**src/rtl/vga_sync_monitor_if.sv**
```systemverilog
// VGA line bundle: the sync strobes and colour bus as driven by a timing generator.
// The generator owns the master side; monitors attach as slaves.
interface vga_sync_monitor_if;
  logic       HS;
  logic       VS;
  logic [2:0] RED;
  logic [2:0] GREEN;
  logic [1:0] BLUE;

  modport master (output HS, VS, RED, GREEN, BLUE);
  modport slave  (input  HS, VS, RED, GREEN, BLUE);
endinterface

```
**src/rtl/vga_sync_monitor.sv**
```systemverilog
// Receive-side VGA timing monitor: recovers pixel coordinates from HS/VS,
// checks sync placement, reports lock/errors and captures one probe pixel.
module vga_sync_monitor #(
  parameter int H_VISIBLE = 640,
  parameter int H_FRONT   = 16,
  parameter int H_SYNC    = 96,
  parameter int H_BACK    = 48,
  parameter int V_VISIBLE = 480,
  parameter int V_FRONT   = 10,
  parameter int V_SYNC    = 2,
  parameter int V_BACK    = 29,
  parameter int PROBE_X   = 320,
  parameter int PROBE_Y   = 240
) (
  input  logic                 clk,
  input  logic                 rst,
  input  logic                 pix_en,
  vga_sync_monitor_if.slave    vga,
  output logic [9:0]           x,
  output logic [9:0]           y,
  output logic                 active,
  output logic                 locked,
  output logic                 h_err,
  output logic                 v_err,
  output logic                 frame_done,
  output logic [7:0]           probe_rgb,
  output logic                 probe_valid
);

  localparam int H_TOTAL = H_VISIBLE + H_FRONT + H_SYNC + H_BACK;
  localparam int V_TOTAL = V_VISIBLE + V_FRONT + V_SYNC + V_BACK;

  localparam logic [9:0] H_LAST  = 10'(H_TOTAL - 1);
  localparam logic [9:0] V_LAST  = 10'(V_TOTAL - 1);
  localparam logic [9:0] HS_POS  = 10'(H_VISIBLE + H_FRONT);
  localparam logic [9:0] VS_POS  = 10'(V_VISIBLE + V_FRONT);
  localparam logic [9:0] H_VIS   = 10'(H_VISIBLE);
  localparam logic [9:0] V_VIS   = 10'(V_VISIBLE);
  localparam logic [9:0] PRB_X   = 10'(PROBE_X);
  localparam logic [9:0] PRB_Y   = 10'(PROBE_Y);

  typedef enum logic [1:0] {
    SEARCH,
    H_ALIGN,
    V_ALIGN,
    LOCKED
  } state_t;

  state_t     state_reg, state_next;
  logic       vs_seen_reg, vs_seen_next;
  logic       hs_prev_reg, vs_prev_reg;
  logic [9:0] hcount_reg, vcount_reg;
  logic [9:0] hcount_next, vcount_next;
  logic [9:0] h_inc, v_inc;
  logic       h_wrap, h_chk, v_chk;
  logic       hs_fall, vs_fall, h_mis, v_mis;
  logic       active_next, probe_hit;

  // The counters always hold the coordinate of the most recently sampled pixel.
  assign x = hcount_reg;
  assign y = vcount_reg;

  always_comb begin
    hs_fall = hs_prev_reg & ~vga.HS;
    vs_fall = vs_prev_reg & ~vga.VS;
    h_wrap  = (hcount_reg == H_LAST);
    h_inc   = h_wrap ? '0 : hcount_reg + 10'd1;
    v_inc   = h_wrap ? ((vcount_reg == V_LAST) ? '0 : vcount_reg + 10'd1) : vcount_reg;

    // A checkpoint is missed either by an edge in the wrong place or by no edge at all.
    h_chk = (h_inc == HS_POS);
    v_chk = (h_inc == '0) && (v_inc == VS_POS);
    h_mis = hs_fall ? ~h_chk : h_chk;
    v_mis = vs_fall ? ~v_chk : v_chk;

    hcount_next = hs_fall ? HS_POS : h_inc;
    vcount_next = vs_fall ? VS_POS : v_inc;

    state_next   = state_reg;
    vs_seen_next = vs_seen_reg;
    case (state_reg)
      SEARCH: begin
        if (hs_fall) state_next = H_ALIGN;
      end
      H_ALIGN: begin
        if (hs_fall && !h_mis) state_next = V_ALIGN;
      end
      V_ALIGN: begin
        if (h_mis) begin
          state_next   = H_ALIGN;
          vs_seen_next = 1'b0;
        end else if (vs_fall && !vs_seen_reg) begin
          vs_seen_next = 1'b1;
        end else if (vs_seen_reg && vs_fall && !v_mis) begin
          state_next   = LOCKED;
          vs_seen_next = 1'b0;
        end else if (vs_seen_reg && v_mis) begin
          vs_seen_next = 1'b0;
        end
      end
      LOCKED: begin
        if (h_mis) begin
          state_next   = H_ALIGN;
          vs_seen_next = 1'b0;
        end else if (v_mis) begin
          state_next   = V_ALIGN;
          vs_seen_next = 1'b0;
        end
      end
      default: begin
        state_next   = SEARCH;
        vs_seen_next = 1'b0;
      end
    endcase

    active_next = (state_next == LOCKED) && (hcount_next < H_VIS) && (vcount_next < V_VIS);
    probe_hit   = active_next && (hcount_next == PRB_X) && (vcount_next == PRB_Y);
  end

  always_ff @(posedge clk) begin
    if (!rst) begin
      state_reg   <= SEARCH;
      vs_seen_reg <= 1'b0;
      hs_prev_reg <= 1'b1;
      vs_prev_reg <= 1'b1;
      hcount_reg  <= '0;
      vcount_reg  <= '0;
      active      <= 1'b0;
      locked      <= 1'b0;
      h_err       <= 1'b0;
      v_err       <= 1'b0;
      frame_done  <= 1'b0;
      probe_rgb   <= '0;
      probe_valid <= 1'b0;
    end else if (pix_en) begin
      state_reg   <= state_next;
      vs_seen_reg <= vs_seen_next;
      hs_prev_reg <= vga.HS;
      vs_prev_reg <= vga.VS;
      hcount_reg  <= hcount_next;
      vcount_reg  <= vcount_next;
      active      <= active_next;
      locked      <= (state_next == LOCKED);
      h_err       <= (state_reg == LOCKED) && h_mis;
      v_err       <= (state_reg == LOCKED) && v_mis;
      frame_done  <= (state_reg == LOCKED) && !h_mis && !v_mis &&
                     (hcount_next == '0) && (vcount_next == '0);
      if (probe_hit) begin
        probe_rgb   <= {vga.RED, vga.GREEN, vga.BLUE};
        probe_valid <= 1'b1;
      end else if (state_next != LOCKED) begin
        probe_valid <= 1'b0;
      end
    end else begin
      h_err      <= 1'b0;
      v_err      <= 1'b0;
      frame_done <= 1'b0;
    end
  end

endmodule
```
**src/flat_wrapper.sv**
```systemverilog
// flat-port wrapper written by rule: the top's interface ports become plain ports
module vga_sync_monitor_flat 
#(
  parameter int H_VISIBLE = 640,
  parameter int H_FRONT   = 16,
  parameter int H_SYNC    = 96,
  parameter int H_BACK    = 48,
  parameter int V_VISIBLE = 480,
  parameter int V_FRONT   = 10,
  parameter int V_SYNC    = 2,
  parameter int V_BACK    = 29,
  parameter int PROBE_X   = 320,
  parameter int PROBE_Y   = 240
)
  (clk, rst, pix_en, x, y, active, locked, h_err, v_err, frame_done, probe_rgb, probe_valid, vga_HS, vga_VS, vga_RED, vga_GREEN, vga_BLUE);
  vga_sync_monitor_if vga_i ();
  input  logic clk;
  input  logic rst;
  input  logic pix_en;
  output logic [9:0] x;
  output logic [9:0] y;
  output logic active;
  output logic locked;
  output logic h_err;
  output logic v_err;
  output logic frame_done;
  output logic [7:0] probe_rgb;
  output logic probe_valid;
  input wire logic [$bits(vga_i.HS)-1:0] vga_HS;
  input wire logic [$bits(vga_i.VS)-1:0] vga_VS;
  input wire logic [$bits(vga_i.RED)-1:0] vga_RED;
  input wire logic [$bits(vga_i.GREEN)-1:0] vga_GREEN;
  input wire logic [$bits(vga_i.BLUE)-1:0] vga_BLUE;
  assign vga_i.HS = vga_HS;
  assign vga_i.VS = vga_VS;
  assign vga_i.RED = vga_RED;
  assign vga_i.GREEN = vga_GREEN;
  assign vga_i.BLUE = vga_BLUE;
  vga_sync_monitor #(.H_VISIBLE(H_VISIBLE), .H_FRONT(H_FRONT), .H_SYNC(H_SYNC), .H_BACK(H_BACK), .V_VISIBLE(V_VISIBLE), .V_FRONT(V_FRONT), .V_SYNC(V_SYNC), .V_BACK(V_BACK), .PROBE_X(PROBE_X), .PROBE_Y(PROBE_Y)) u_core (.clk(clk), .rst(rst), .pix_en(pix_en), .vga(vga_i), .x(x), .y(y), .active(active), .locked(locked), .h_err(h_err), .v_err(v_err), .frame_done(frame_done), .probe_rgb(probe_rgb), .probe_valid(probe_valid));
endmodule
```
**config.mk**
```make
export PLATFORM = sky130hd
export DESIGN_NAME = vga_sync_monitor_flat
export DESIGN_NICKNAME = d
export VERILOG_FILES = /design/src/rtl/vga_sync_monitor_if.sv /design/src/rtl/vga_sync_monitor.sv /design/src/flat_wrapper.sv
export SDC_FILE = /design/constraint.sdc
export NUM_CORES = 1
export LEC_CHECK = 0
export ABC_AREA = 1
export BUFFER_PORTS_ARGS = -buffer_cell sky130_fd_sc_hd__clkbuf_2
export CAP_MARGIN = 40
export CORE_MARGIN = 5
export CORE_UTILIZATION = 30
export CTS_CLUSTER_DIAMETER = 40
export CTS_CLUSTER_SIZE = 24
export DETAILED_ROUTE_END_ITERATION = 7
export GPL_TIMING_DRIVEN = 0
export PLACE_DENSITY = 0.48
export SLEW_MARGIN = 20
export SYNTH_ARGS = -nofsm -noshare
export SYNTH_HDL_FRONTEND = slang
export SYNTH_SLANG_ARGS = --single-unit
```
**constraint.sdc**
```tcl
create_clock -name clk -period 6.89 [get_ports clk]
set_clock_uncertainty 0.2 [all_clocks]
set_input_delay 0.689 -clock clk [delete_from_list [all_inputs] [get_ports clk]]
set_output_delay 0.689 -clock clk [all_outputs]
set_load 0.005 [all_outputs]
```
==> impl_metrics.csv <==
group,metric,value,unit
logic_synthesis,yosys_warnings,0,
critical_path,start_kind,"flop",
final_layout,drive_gt1_share,15.04,%
timing,period_minus_slack,3.396,ns
floorplanning,die_x,101.6,um
cts,cts-root-buf,"clkbuf_8",
critical_path,path_max_fanout,10,
floorplanning,rows,33,
final_layout,diodes,0,
logic_synthesis,netlist-cell-type-count,32,
critical_path,crit_slowest_cell,"dfxtp_1",
routing,drt_iter0_drc,183,
critical_path,crit_type,"reg2reg",
floorplanning,die_h,101.6,um
power_and_ir_drop,leakage,0.001506,uW
timing,fmax,294.4,MHz
status,status,"completed",
cts,cts_tree,"done",
logic_synthesis,yosys_most_used_dff,"dfxtp_1",
final_layout,final_common_cell,"nand2_1",
final_layout,final_cell_mix,"nand2_1 (117), nor2_1 (61), inv_1 (59)",
floorplanning,start_util,30.65,%
routing,dr_total_vias,2745,
timing,final-max-slew-violation-count,0,
routing,remaining_drc_errors,0,
cts,post-cts-setup-buffer-count,0,
critical_path,crit_path_end_kind,"flop",
timing,grt_setup_unrepaired,"no",
logic_synthesis,seq_area_frac_synth,31.00,%
cts,numClockSinks,39,
floorplanning,core-area,8217,um2
cts,max-clock-path-buffers,2,
critical_path,critical_path.max_stage_delay,0.43,ns
global_routing,antenna_found_initial,0,
routing,drt_first_pass_iters,4,
cts,insertion_delay,0.30,ns
job,cap_violations,0,
cts,ctsHoldBuffers,0,
logic_synthesis,synth_seq_cells,39,
critical_path,worstReg2RegStart,"u_core.x[0]$_SDFFE_PN0P_",
logic_synthesis,syn_inst,418,
global_routing,grt_usage,15.93,%
cts,cts_made_buffers,5,
cts,cts_htree_levels,2,
logic_synthesis,syn_nets,435,
power_and_ir_drop,peakVddDrop,0.1481,mV
timing,fin_crit_sh,49.29,%
critical_path,crit_top_cell,"nand2_1",
critical_path,path_cells,"ha_1 > nand2_2 > nor2_4 > buf_6 > nand3_1 > nand2_1 > nor2_1 > nor2_1 > nand2_1 > nor3_1 > ha_1 > o21ai_0 > nand3_1 > a21oi_2 > nand4_2 > nand2_1 > nand2_1 > nor2_1",
logic_synthesis,netlist_area,2519,um2
global_routing,grt_pass1_vias,2719,
min_path,hp-class,"reg2reg",
timing,hold_viol_final,0,
logic_synthesis,async_reset_ff_share,0,%
routing,vias_per_cell,4.757,
critical_path,crit_arrival,3.43,ns
final_layout,final_util,36.67,%
final_layout,fin_nets,488,
critical_path,crit_start,"u_core.x[0]$_SDFFE_PN0P_",
routing,wl,7784,um
timing,worst_slew_pin_slew,0.6232,ns
place,io_buffers,46,
routing,wl_per_cell,13.49,um
final_layout,area_delta_synth_final,19.62,%
critical_path,worstPathRequired,6.93,ns
timing,fin_setup_tns,0,ns
min_path,hp-start,"u_core.vs_prev_reg$_SDFFE_PN1P_",
global_routing,grt_max_degree,13,
place,dp_hpwl,6183,um
place,place_congestion,0.8704,
logic_synthesis,synth-edff-count,0,
timing,setup_violations,0,
logic_synthesis,synth.avg_cell_area,6.026,um2
routing,ant_nets,0,
floorplanning,ioPinCount,47,
timing,slew_headroom,58.45,%
cts,clk_pin_slew,0.08,ns
global_routing,grt_pass1_wl,13030,um
cts,cts_resized,0,
global_routing,gr-total-overflow,0,
floorplanning,dieArea,10330,um2
power_and_ir_drop,power.density,182.9,nW/um2
-- per-layer routing --
metal | track usage, % | share of wire [%] | vias up | wire [um]
met5 | 0 | 0 | - | 0
met4 | 5.010 | 1.0 | 0 | 79
met3 | 2.686 | 6.3 | 5 | 493
met2 | 25.91 | 45 | 68 | 3486
met1 | 21.48 | 48 | 1223 | 3725
li1 | - | - | 1449 | -
-- layout make-up --
| cell class | instances | area (um2) |
|---|---|---|
| flip-flops and latches | 39 | 780.7 |
| repair buffers | 46 | 230.2 |
| multi-input cells | 306 | 1456 |
| inverters | 64 | 240.2 |
| plain buffers | 9 | 41.29 |
| well taps | 105 | 131.4 |
| clock inverters | 2 | 60.06 |
| clock buffers | 6 | 72.57 |
| fillers | 978 | 5204 |
-- metrics by stage --
step                      instance area [um2]  total power (uW)  hold WS (ns)  cells  setup WS, ns
final                                    3013             551.1        0.2666    577         3.494
after floorplan                          2519             299.3        0.2366    418         4.008
after detailed placement                 2880             328.8        0.2583    569         3.475
after global routing                     3013             583.2        0.2939    577         3.126
after global placement                   2880             328.7        0.2524    569         3.453
after CTS                                3013             559.8        0.2717    577         3.455
-- critical path, delay by kind of cell, from the launching register on --
family	cells	cell delay [ns]
AND/OR/NAND/NOR	13	1.53
flip-flops	1	0.43
adder cells (fa/ha/maj)	2	0.52
AO/OA/AOI/OAI	2	0.48
buffers and inverters	1	0.17
-- path summary, 6_finish.rpt --
kind	end	slack (ns)	cells past startpoint
setup / recovery	u_core.probe_rgb[7]$_SDFFE_PN0P_	3.49	18
hold / removal	u_core.vs_prev_reg$_SDFFE_PN1P_	0.27	2
setup reg to reg	u_core.probe_rgb[7]$_SDFFE_PN0P_	3.49	18
hold reg to reg	u_core.vs_prev_reg$_SDFFE_PN1P_	0.27	2
-- kinds of logic (layout without fill, tap and decap cells) --
family | count (synthesis) | after routing | share of synthesized area (%)
AO/OA/AOI/OAI | 46 | 46 | 10.88
XOR/XNOR | 1 | 1 | 0.3478
adder cells (fa/ha/maj) | 4 | 4 | 1.987
buffers and inverters | 73 | 127 | 11.18
flip-flops | 39 | 39 | 31.00
AND/OR/NAND/NOR | 255 | 255 | 44.61
-- report_power, final --
part,leakage (uW),switching (uW),internal (uW)
logic,0.00112,52.2,26.7
registers,0.000319,10.7,233
clock network,0.0000654,83.2,145
-- cells in the mapped netlist, types with 4 or more instances --
cell | count | area, um2
dfxtp_1 | 39 | 780.8
nor2_1 | 61 | 229.0
nor3_1 | 9 | 45.04
nand3_1 | 42 | 210.2
o21ai_0 | 15 | 75.07
nand2_1 | 117 | 439.2
a21oi_1 | 16 | 80.08
inv_1 | 59 | 221.5
ha_1 | 4 | 50.05
clkbuf_1 | 8 | 30.03
inv_2 | 5 | 18.77
nand4_1 | 12 | 75.07
No activity file was read; power rests on OpenSTA's default activity.
